==> config.mk <==
export PLATFORM = sky130hd
export DESIGN_NAME = gray_position_tracker
export DESIGN_NICKNAME = d
export VERILOG_FILES = /design/src/rtl/gray_pkg.sv /design/src/rtl/gray2bin_conv.sv /design/src/rtl/gray_position_tracker.sv
export SDC_FILE = /design/constraint.sdc
export NUM_CORES = 1
export LEC_CHECK = 0
export CORE_MARGIN = 3
export CORE_UTILIZATION = 57
export CTS_BUF_LIST = sky130_fd_sc_hd__clkbuf_8
export DETAILED_ROUTE_END_ITERATION = 8
export PLACE_DENSITY_LB_ADDON = 0.1
export SYNTH_ARGS = -nofsm -noshare
export SYNTH_HDL_FRONTEND = slang
export SYNTH_HIERARCHICAL = 1
export SYNTH_SLANG_ARGS = --single-unit
==> constraint.sdc <==
create_clock -name clk -period 5.4 [get_ports clk]
set_input_delay 0.54 -clock clk [delete_from_list [all_inputs] [get_ports clk]]
set_output_delay 0.54 -clock clk [all_outputs]
set_load 0.03 [all_outputs]
==> src/rtl/gray_pkg.sv <==
// Shared types and reference Gray/binary helpers for the position tracker.
package gray_pkg;

   localparam int GRAY_WIDTH = 4;

   typedef enum logic [1:0] {
      INIT  = 2'd0,
      TRACK = 2'd1,
      FAULT = 2'd2
   } state_e;

   // Prefix-XOR form: each binary bit is the parity of all Gray bits at or above it.
   function automatic logic [GRAY_WIDTH-1:0] gray2bin(input logic [GRAY_WIDTH-1:0] g);
      logic [GRAY_WIDTH-1:0] b;
      b = '0;
      for (int i = 0; i < GRAY_WIDTH; i++) begin
         b[i] = ^(g >> i);
      end
      return b;
   endfunction

   function automatic logic [GRAY_WIDTH-1:0] bin2gray(input logic [GRAY_WIDTH-1:0] b);
      return b ^ (b >> 1);
   endfunction

endpackage

==> src/rtl/gray2bin_conv.sv <==
// Combinational Gray-to-binary converter, MSB-first ripple form.
module gray2bin_conv
   import gray_pkg::*;
#(
   parameter int WIDTH = GRAY_WIDTH
) (
   input  logic [WIDTH-1:0] g,
   output logic [WIDTH-1:0] b
);

   logic [WIDTH-1:0] acc;

   always_comb begin
      acc = '0;
      acc[WIDTH-1] = g[WIDTH-1];
      for (int i = WIDTH - 2; i >= 0; i--) begin
         acc[i] = acc[i+1] ^ g[i];
      end
      b = acc;
   end

endmodule

==> src/rtl/gray_position_tracker.sv <==
// Synchronizes, debounces and decodes a Gray-coded position; tracks steps,
// direction, revolutions and illegal jumps.
//
//   state | meaning
//   INIT  | waiting for first stable code to load pos
//   TRACK | locked; accepted codes must be +/-1 from pos
//   FAULT | illegal jump seen; next stable code re-locks without a step
module gray_position_tracker
   import gray_pkg::*;
#(
   parameter int WIDTH  = GRAY_WIDTH,
   parameter int TURN_W = 8,
   parameter int FILT   = 3,
   parameter int ERR_W  = 4
) (
   input  logic              clk,
   input  logic              rst_n,
   input  logic              clear,
   input  logic [WIDTH-1:0]  gray_in,
   output logic [WIDTH-1:0]  pos,
   output logic [TURN_W-1:0] turns,
   output logic              dir,
   output logic              step,
   output logic              err,
   output logic [ERR_W-1:0]  err_cnt,
   output logic              locked
);

   localparam int FCW = $clog2(FILT + 1);
   localparam logic [FCW-1:0] FILT_C = FCW'(FILT);

   logic [WIDTH-1:0]  s1_q, s1_d, s2_q, s2_d, cand_q, cand_d;
   logic [FCW-1:0]    fcnt_q, fcnt_d;
   logic              acc_q, acc_d;
   state_e            state_q, state_d;
   logic [WIDTH-1:0]  pos_q, pos_d;
   logic [TURN_W-1:0] turns_q, turns_d;
   logic              dir_q, dir_d, step_q, step_d, err_q, err_d, locked_q, locked_d;
   logic [ERR_W-1:0]  err_cnt_q, err_cnt_d;
   logic [WIDTH-1:0]  bin, delta;

   gray2bin_conv #(.WIDTH(WIDTH)) u_conv (
      .g (cand_q),
      .b (bin)
   );

   assign delta = bin - pos_q;

   // acc_q is a registered one-shot so the decision sees a settled candidate.
   always_comb begin
      s1_d   = gray_in;
      s2_d   = s1_q;
      cand_d = cand_q;
      fcnt_d = fcnt_q;
      acc_d  = 1'b0;
      if (s2_q != cand_q) begin
         cand_d = s2_q;
         fcnt_d = '0;
      end else if (fcnt_q < FILT_C) begin
         fcnt_d = fcnt_q + FCW'(1);
         acc_d  = (fcnt_q == FILT_C - FCW'(1));
      end
   end

   always_comb begin
      state_d   = state_q;
      pos_d     = pos_q;
      turns_d   = turns_q;
      dir_d     = dir_q;
      step_d    = 1'b0;
      err_d     = 1'b0;
      err_cnt_d = err_cnt_q;
      locked_d  = locked_q;
      if (clear) begin
         state_d   = INIT;
         turns_d   = '0;
         err_cnt_d = '0;
         locked_d  = 1'b0;
      end else if (acc_q) begin
         case (state_q)
            INIT, FAULT: begin
               pos_d    = bin;
               locked_d = 1'b1;
               state_d  = TRACK;
            end
            TRACK: begin
               if (delta == WIDTH'(1)) begin
                  pos_d  = bin;
                  dir_d  = 1'b1;
                  step_d = 1'b1;
                  if (pos_q == '1) turns_d = turns_q + TURN_W'(1);
               end else if (delta == '1) begin
                  pos_d  = bin;
                  dir_d  = 1'b0;
                  step_d = 1'b1;
                  if (pos_q == '0) turns_d = turns_q - TURN_W'(1);
               end else if (delta != '0) begin
                  err_d    = 1'b1;
                  locked_d = 1'b0;
                  state_d  = FAULT;
                  if (err_cnt_q != '1) err_cnt_d = err_cnt_q + ERR_W'(1);
               end
            end
            default: state_d = INIT;
         endcase
      end
   end

   always_ff @(posedge clk or negedge rst_n) begin
      if (!rst_n) begin
         s1_q      <= '0;
         s2_q      <= '0;
         cand_q    <= '0;
         fcnt_q    <= '0;
         acc_q     <= 1'b0;
         state_q   <= INIT;
         pos_q     <= '0;
         turns_q   <= '0;
         dir_q     <= 1'b0;
         step_q    <= 1'b0;
         err_q     <= 1'b0;
         err_cnt_q <= '0;
         locked_q  <= 1'b0;
      end else begin
         s1_q      <= s1_d;
         s2_q      <= s2_d;
         cand_q    <= cand_d;
         fcnt_q    <= fcnt_d;
         acc_q     <= acc_d;
         state_q   <= state_d;
         pos_q     <= pos_d;
         turns_q   <= turns_d;
         dir_q     <= dir_d;
         step_q    <= step_d;
         err_q     <= err_d;
         err_cnt_q <= err_cnt_d;
         locked_q  <= locked_d;
      end
   end

   assign pos     = pos_q;
   assign turns   = turns_q;
   assign dir     = dir_q;
   assign step    = step_q;
   assign err     = err_q;
   assign err_cnt = err_cnt_q;
   assign locked  = locked_q;

endmodule
# Word-level counts from Yosys, hierarchy flattened
# Cells that the tools add are included.
[word_totals]
input_bits = 7
regBits = 37
output_inout_bits = 20
elab_cells = 104
[classes]
n_lt_le_gt_ge = 1
bitwise = 4
mux = 46
n_addsub = 5
reduce_logical = 20
n_eq_ne = 15
[ops]
columns = ["cell", "count"]
rows = [
  ["2-to-1 mux 8 bit", 7],
  ["2-to-1 mux 4 bit", 9],
  ["2-to-1 mux 1 bit", 20],
  ["2-to-1 mux 2 bit", 7],
  ["nonzero test 2 bit", 7],
  ["!= test 3 bit, second input constant", 4],
  ["AND reduction 4 bit", 3],
  ["AND reduction 5 bit", 2],
  ["nonzero test 3 bit", 3],
  ["adder 8 x 1 -> 8 bit, second input constant", 1],
  ["== test 4 bit, second input constant", 2],
  ["one-hot mux 4 bit (2 select lines)", 1],
  ["subtractor 8 x 1 -> 8 bit, second input constant", 1],
  ["AND reduction 6 bit", 1],
  ["adder 4 x 1 -> 4 bit, second input constant", 1],
  ["== test 2 bit, second input constant", 2],
  ["== test 4 x 1 -> 1 bit, second input constant", 1],
  ["zero test 4 bit", 1],
  ["!= test 2 bit, second input constant", 2],
  ["!= test 4 bit", 1],
  ["!= test 4 bit, second input constant", 1],
  ["one-hot mux 2 bit (2 select lines)", 1],
  ["nonzero test 4 bit", 1],
  ["subtractor 4 bit", 1],
  ["other kinds (9)", 11],
]

# Depth between registers and ports, before layout
[depth]
word_depth = 11
ltp_mapped = 17
ltp_nobuf = 17

# By module
# Netlist, hierarchy kept.
[modules_own_cells]
columns = ["mod", "cells_per_inst", "n_inst", "seq_area_each_um2", "area_per_inst_um2"]
rows = [
  ["gray_position_tracker", 201, 1, 925.9, 2034.5],
  ["gray2bin_conv", 5, 1, 0.0, 50.0],
]

# Worst setup path before layout
# OpenSTA, ideal clock, no wires.
[synth_path]
path_type = "reg2reg"
startpoint = "register cand_q[2]"
endpoint = "register turns_q[6], in the netlist turns[6]"
setup_time_ps = 78
path_slack_ps = 1511
path_stages_with_launch = 16
arrival_ps = 3811
cell_sequence = "dfrtp_1 > xor2_2 > xnor2_1 > inv_1 > ha_1 > inv_1 > fa_1 > or3_1 > or2_2 > ha_1 > nor2b_1 > o31a_1 > o21a_1 > o21ai_0 > or3b_1 > a21oi_1"
[synth_between]
elab_chain_len = 9
[synth_lines]
columns = ["element", "line", "source"]
rows = [
  ["start: declaration", "gray_position_tracker.sv:32", "logic [WIDTH-1:0] s1_q, s1_d, s2_q, s2_d, cand_q, cand_d;"],
  ["start signal: assignment", "gray_position_tracker.sv:127", "cand_q <= cand_d;"],
  ["XOR 1 bit *", "gray2bin_conv.sv:17", "acc[i] = acc[i+1] ^ g[i];"],
  ["net bin[2]", "gray_position_tracker.sv:40", "logic [WIDTH-1:0] bin, delta;"],
  ["XOR 1 bit * (2 in series)", "gray2bin_conv.sv:17", ""],
  ["net bin[0]", "gray_position_tracker.sv:40", ""],
  ["subtractor 4 bit *", "gray_position_tracker.sv:47", "assign delta = bin - pos_q;"],
  ["== test 4 x 1 -> 1 bit", "gray_position_tracker.sv:87", "if (delta == WIDTH'(1)) begin"],
  ["2-to-1 mux 8 bit", "gray_position_tracker.sv:87", ""],
  ["2-to-1 mux 8 bit", "gray_position_tracker.sv:80", "case (state_q)"],
  ["2-to-1 mux 8 bit", "gray_position_tracker.sv:79", "end else if (acc_q) begin"],
  ["2-to-1 mux 8 bit", "gray_position_tracker.sv:74", "if (clear) begin"],
  ["end signal: assignment", "gray_position_tracker.sv:132", "turns_q <= turns_d;"],
  ["end: declaration", "gray_position_tracker.sv:37", "logic [TURN_W-1:0] turns_q, turns_d;"],
]
# The timed path passes the listed nets; every way through them passes the cells marked *. The select of a mux whose other input is x is not followed.
# A chain may end at the register's enable or synchronous reset.

# Worst setup path after layout
[layout_path]
startpoint = "register cand_q[3]"
endpoint = "register turns_q[6], in the netlist turns[6]"
# The elaborated chain is that of the path after synthesis.

==> run metrics <==
run status completed; signal arrival time at the worst endpoint around 4500 ps; clock root buffer sky130_fd_sc_hd__clkbuf_8; actual slew at the worst max-slew pin 993 ps; Fmax achieved roughly 230 MHz; total vias in the final route ~1,600; critical path required time around 5600 ps; synth warn 6; total wire length after detailed routing 3.99 mm; peak supply drop 174 µV; average vias per placed instance between 5 and 6; Sinks on Clock Net 37; core region area 0.00342 mm²; share of synthesized registers carrying an async set or reset 100%; routability congestion estimate 0.836; remaining design rule violation count 0; Post-Place Cells roughly 270; max-slew violation count 0; final worst hold slack about 350 ps; Gate Count Post-Synth between 200 and 250; post-route core utilization around 73%; met3 capacity usage during global routing around 6.4%; final non-filler cell total roughly 280; share of cells above drive strength 1 under 10%; quantity of I/O buffers inserted on ports 26; cell at the slowest stage of the critical path sky130_fd_sc_hd__dfrtp_1; number of DRC violations after detailed-routing iteration 0 90; kind of critical path reg2reg; instance area after placement approximately 0.0024 mm²; largest net degree at the start of global routing 38; fraction of post-synthesis cell area in the top cell type by area 44.4%; count of pins on the block boundary 27; CTS tree yes; cts repair resizes 0; synthesized area per cell a little over 10 µm²; slack of the critical path 1120 ps; number of antenna violations at the first check in global routing 0; final setup violating endpoints 0; vias in the first global route ~1,600; cell type with the largest total area after synthesis sky130_fd_sc_hd__dfrtp_1; standard-cell rows 21; leakage power of the design around 1.2 nW; summed negative setup slack over all endpoints 0 ps; pwr dens between 200 and 300 mW/mm²; reg-to-reg critical path endpoint turns[6]; post-detailed-route count of antenna-violating nets 0; cell with the most instances after synthesis sky130_fd_sc_hd__dfrtp_1; met2 track demand over resource between 30% and 40%; start point of the worst min-delay path s1_q[3]; path category of the worst min-delay check reg2reg; most area-consuming cells after synthesis sky130_fd_sc_hd__dfrtp_1 (44%), sky130_fd_sc_hd__ha_1 (7.2%), sky130_fd_sc_hd__xnor2_1 (4.2%); number of buffers inserted by hold repair at cts 0; Critical Path Sink Type flop; Slew HR 33.6%; area grow syn2layout 19.9%; die height 66.5 µm; most used flip-flop cell after synthesis sky130_fd_sc_hd__dfrtp_1; nets in the synthesized netlist ~230; Net count, final between 200 and 300; number of enable flip-flop cells after synthesis 0; slack of the worst reg-to-reg path 1120 ps; Slowest Stage Delay on Critical Path approximately 480 ps; Total Die Area 0.00442 mm²; total number of H-tree levels 2; total clock buffers created by CTS 5; diode count 0; part of the Yosys area used for sequential elements between 40% and 50%; count of unique library cells instantiated by Yosys 42; number of flip-flops and latches in the synthesized netlist 37; kind of start point of the critical path flop; total setup buffers inserted after CTS 0; unrepaired setup endpoints after global routing no; Pwr Total 0.670 mW; worst clock skew on the final layout ~6.7 ps; count of max-cap constraint violations 0; instance count along the most critical hold path 0; crit-path max FO 9; Finished Cell Area 0.00250 mm²; GRT overflow 0; Post-synth top cells sky130_fd_sc_hd__dfrtp_1 (37), sky130_fd_sc_hd__nor2_1 (23), sky130_fd_sc_hd__a21oi_1 (12), sky130_fd_sc_hd__ha_1 (12), sky130_fd_sc_hd__inv_1 (12); most utilized layer in the global route result met2; final critical-path share of the clock period between 70 and 80%; reg-to-reg startpoint cand_q[3]; met1 usage in global routing 25.4%; cell breakdown of the critical path xor2_2, xnor2_1, inv_1, ha_1, inv_1, fa_1, or3_1, or2_2, ha_1, nor2b_1, o31a_1, o21a_1, o21ai_0, or3b_1, a21oi_1; HPWL after detailed placement 2.95 mm; global-route wire length before repair slightly above 7 mm; length of the first detailed-routing pass in iterations 4; Clock Tree Buf Depth 2; Cell Area, Synth 0.00208 mm²; clock latency on the worst-skew pair around 290 ps; worst slack at placement about 1200 ps; gr usage total approximately a fifth; x dimension of the die between 60 and 70 µm; R2R cell count 15; Clock Pin Slew Worst Setup and Hold Paths 70 ps; Starting Density between 60% and 70%; final-report hold violation count 0; Final min period ~4300 ps; post-detailed-route wirelength per cell roughly 14 µm; capture endpoint of the worst hold path s2_q[3]
==> critical path: cells and delay by family (launching register included) <==
family	cells	cell delay, ps
simple gates	4	1350
buf+inv	2	180
flops	1	480
xor+xnor	2	480
fa+ha+maj	3	1010
compound gates	4	710
==> flip-flops by register name, summed over array words and instances (netlist names) <==
register,cells
cand_q,4
fcnt_q,2
err,1
locked,1
step,1
state_q,2
s2_q,4
acc_q,1
err_cnt,4
pos,4
turns,8
dir,1
s1_q,4
==> worst max path at each step <==
stage,end,slack [ps],startpoint,cells past startpoint
after floorplan,turns[6],1510,cand_q[2],15
after global placement,turns[6],1350,cand_q[3],15
after detailed placement,turns[6],1160,cand_q[3],15
after CTS,turns[6],1130,cand_q[3],15
after global routing,turns[6],800,cand_q[3],15
final,turns[6],1120,cand_q[3],15
==> power breakdown <==
part / leakage, nW / internal, mW / total (mW) / switching, mW
logic: 0.622 / 0.0391 / 0.0967 / 0.0576
clock network: 0.0687 / 0.186 / 0.287 / 0.101
registers: 0.466 / 0.282 / 0.286 / 0.00407
total: 1.16 / 0.507 / 0.670 / 0.163
==> final cells by class <==
cell class                      instances  area, µm²
Fill cell                             271        917
Inverter                               12       45.0
Timing Repair Buffer                   27        268
Clock buffer                            5       68.8
Sequential cell                        37        926
Tap cell                               46       57.6
Clock inverter                          3       68.8
Multi-Input combinational cell        147       1060
==> cell families (layout without fill, tap and decap cells) <==
kind of cell	count (synthesis)	count (layout)	synth area share, %
simple gates	68	68	17.1
compound gates	38	38	11.6
flops	37	37	44.4
buf+inv	22	47	4.50
xor+xnor	16	16	7.74
fa+ha+maj	14	14	9.12
mux	11	11	5.52
==> metal layers <==
layer / routed length [µm] / share of wire, %
met1: 1670 / 42
met2: 2030 / 51
met3: 204 / 5.1
met4: 81 / 2.0
met5: 0 / 0
==> cell usage in the layout (no fill, tap or decap), types with 2 or more instances in the layout <==
master and n:
sky130_fd_sc_hd__o31ai_1 2, sky130_fd_sc_hd__fa_1 2, sky130_fd_sc_hd__nor2_1 23, sky130_fd_sc_hd__nor2b_1 5, sky130_fd_sc_hd__clkdlybuf4s50_1 26, sky130_fd_sc_hd__a31oi_1 3
sky130_fd_sc_hd__nand4_1 3, sky130_fd_sc_hd__or2_2 2, sky130_fd_sc_hd__or3_1 2, sky130_fd_sc_hd__xnor2_1 10, sky130_fd_sc_hd__nand3_1 3, sky130_fd_sc_hd__dfrtp_1 37
sky130_fd_sc_hd__clkbuf_8 5, sky130_fd_sc_hd__o21a_1 2, sky130_fd_sc_hd__a21o_1 2, sky130_fd_sc_hd__o21ai_0 7, sky130_fd_sc_hd__nand2_1 11, sky130_fd_sc_hd__nand4b_1 5
sky130_fd_sc_hd__nand2b_1 5, sky130_fd_sc_hd__mux2_2 4, sky130_fd_sc_hd__inv_1 12, sky130_fd_sc_hd__xor2_1 4, sky130_fd_sc_hd__ha_1 12, sky130_fd_sc_hd__nor3_1 4
sky130_fd_sc_hd__mux2i_1 7, sky130_fd_sc_hd__o211ai_1 2, sky130_fd_sc_hd__o311ai_0 2, sky130_fd_sc_hd__a21oi_1 12, sky130_fd_sc_hd__bufinv_16 2
Power figures use the tool's default switching activity.
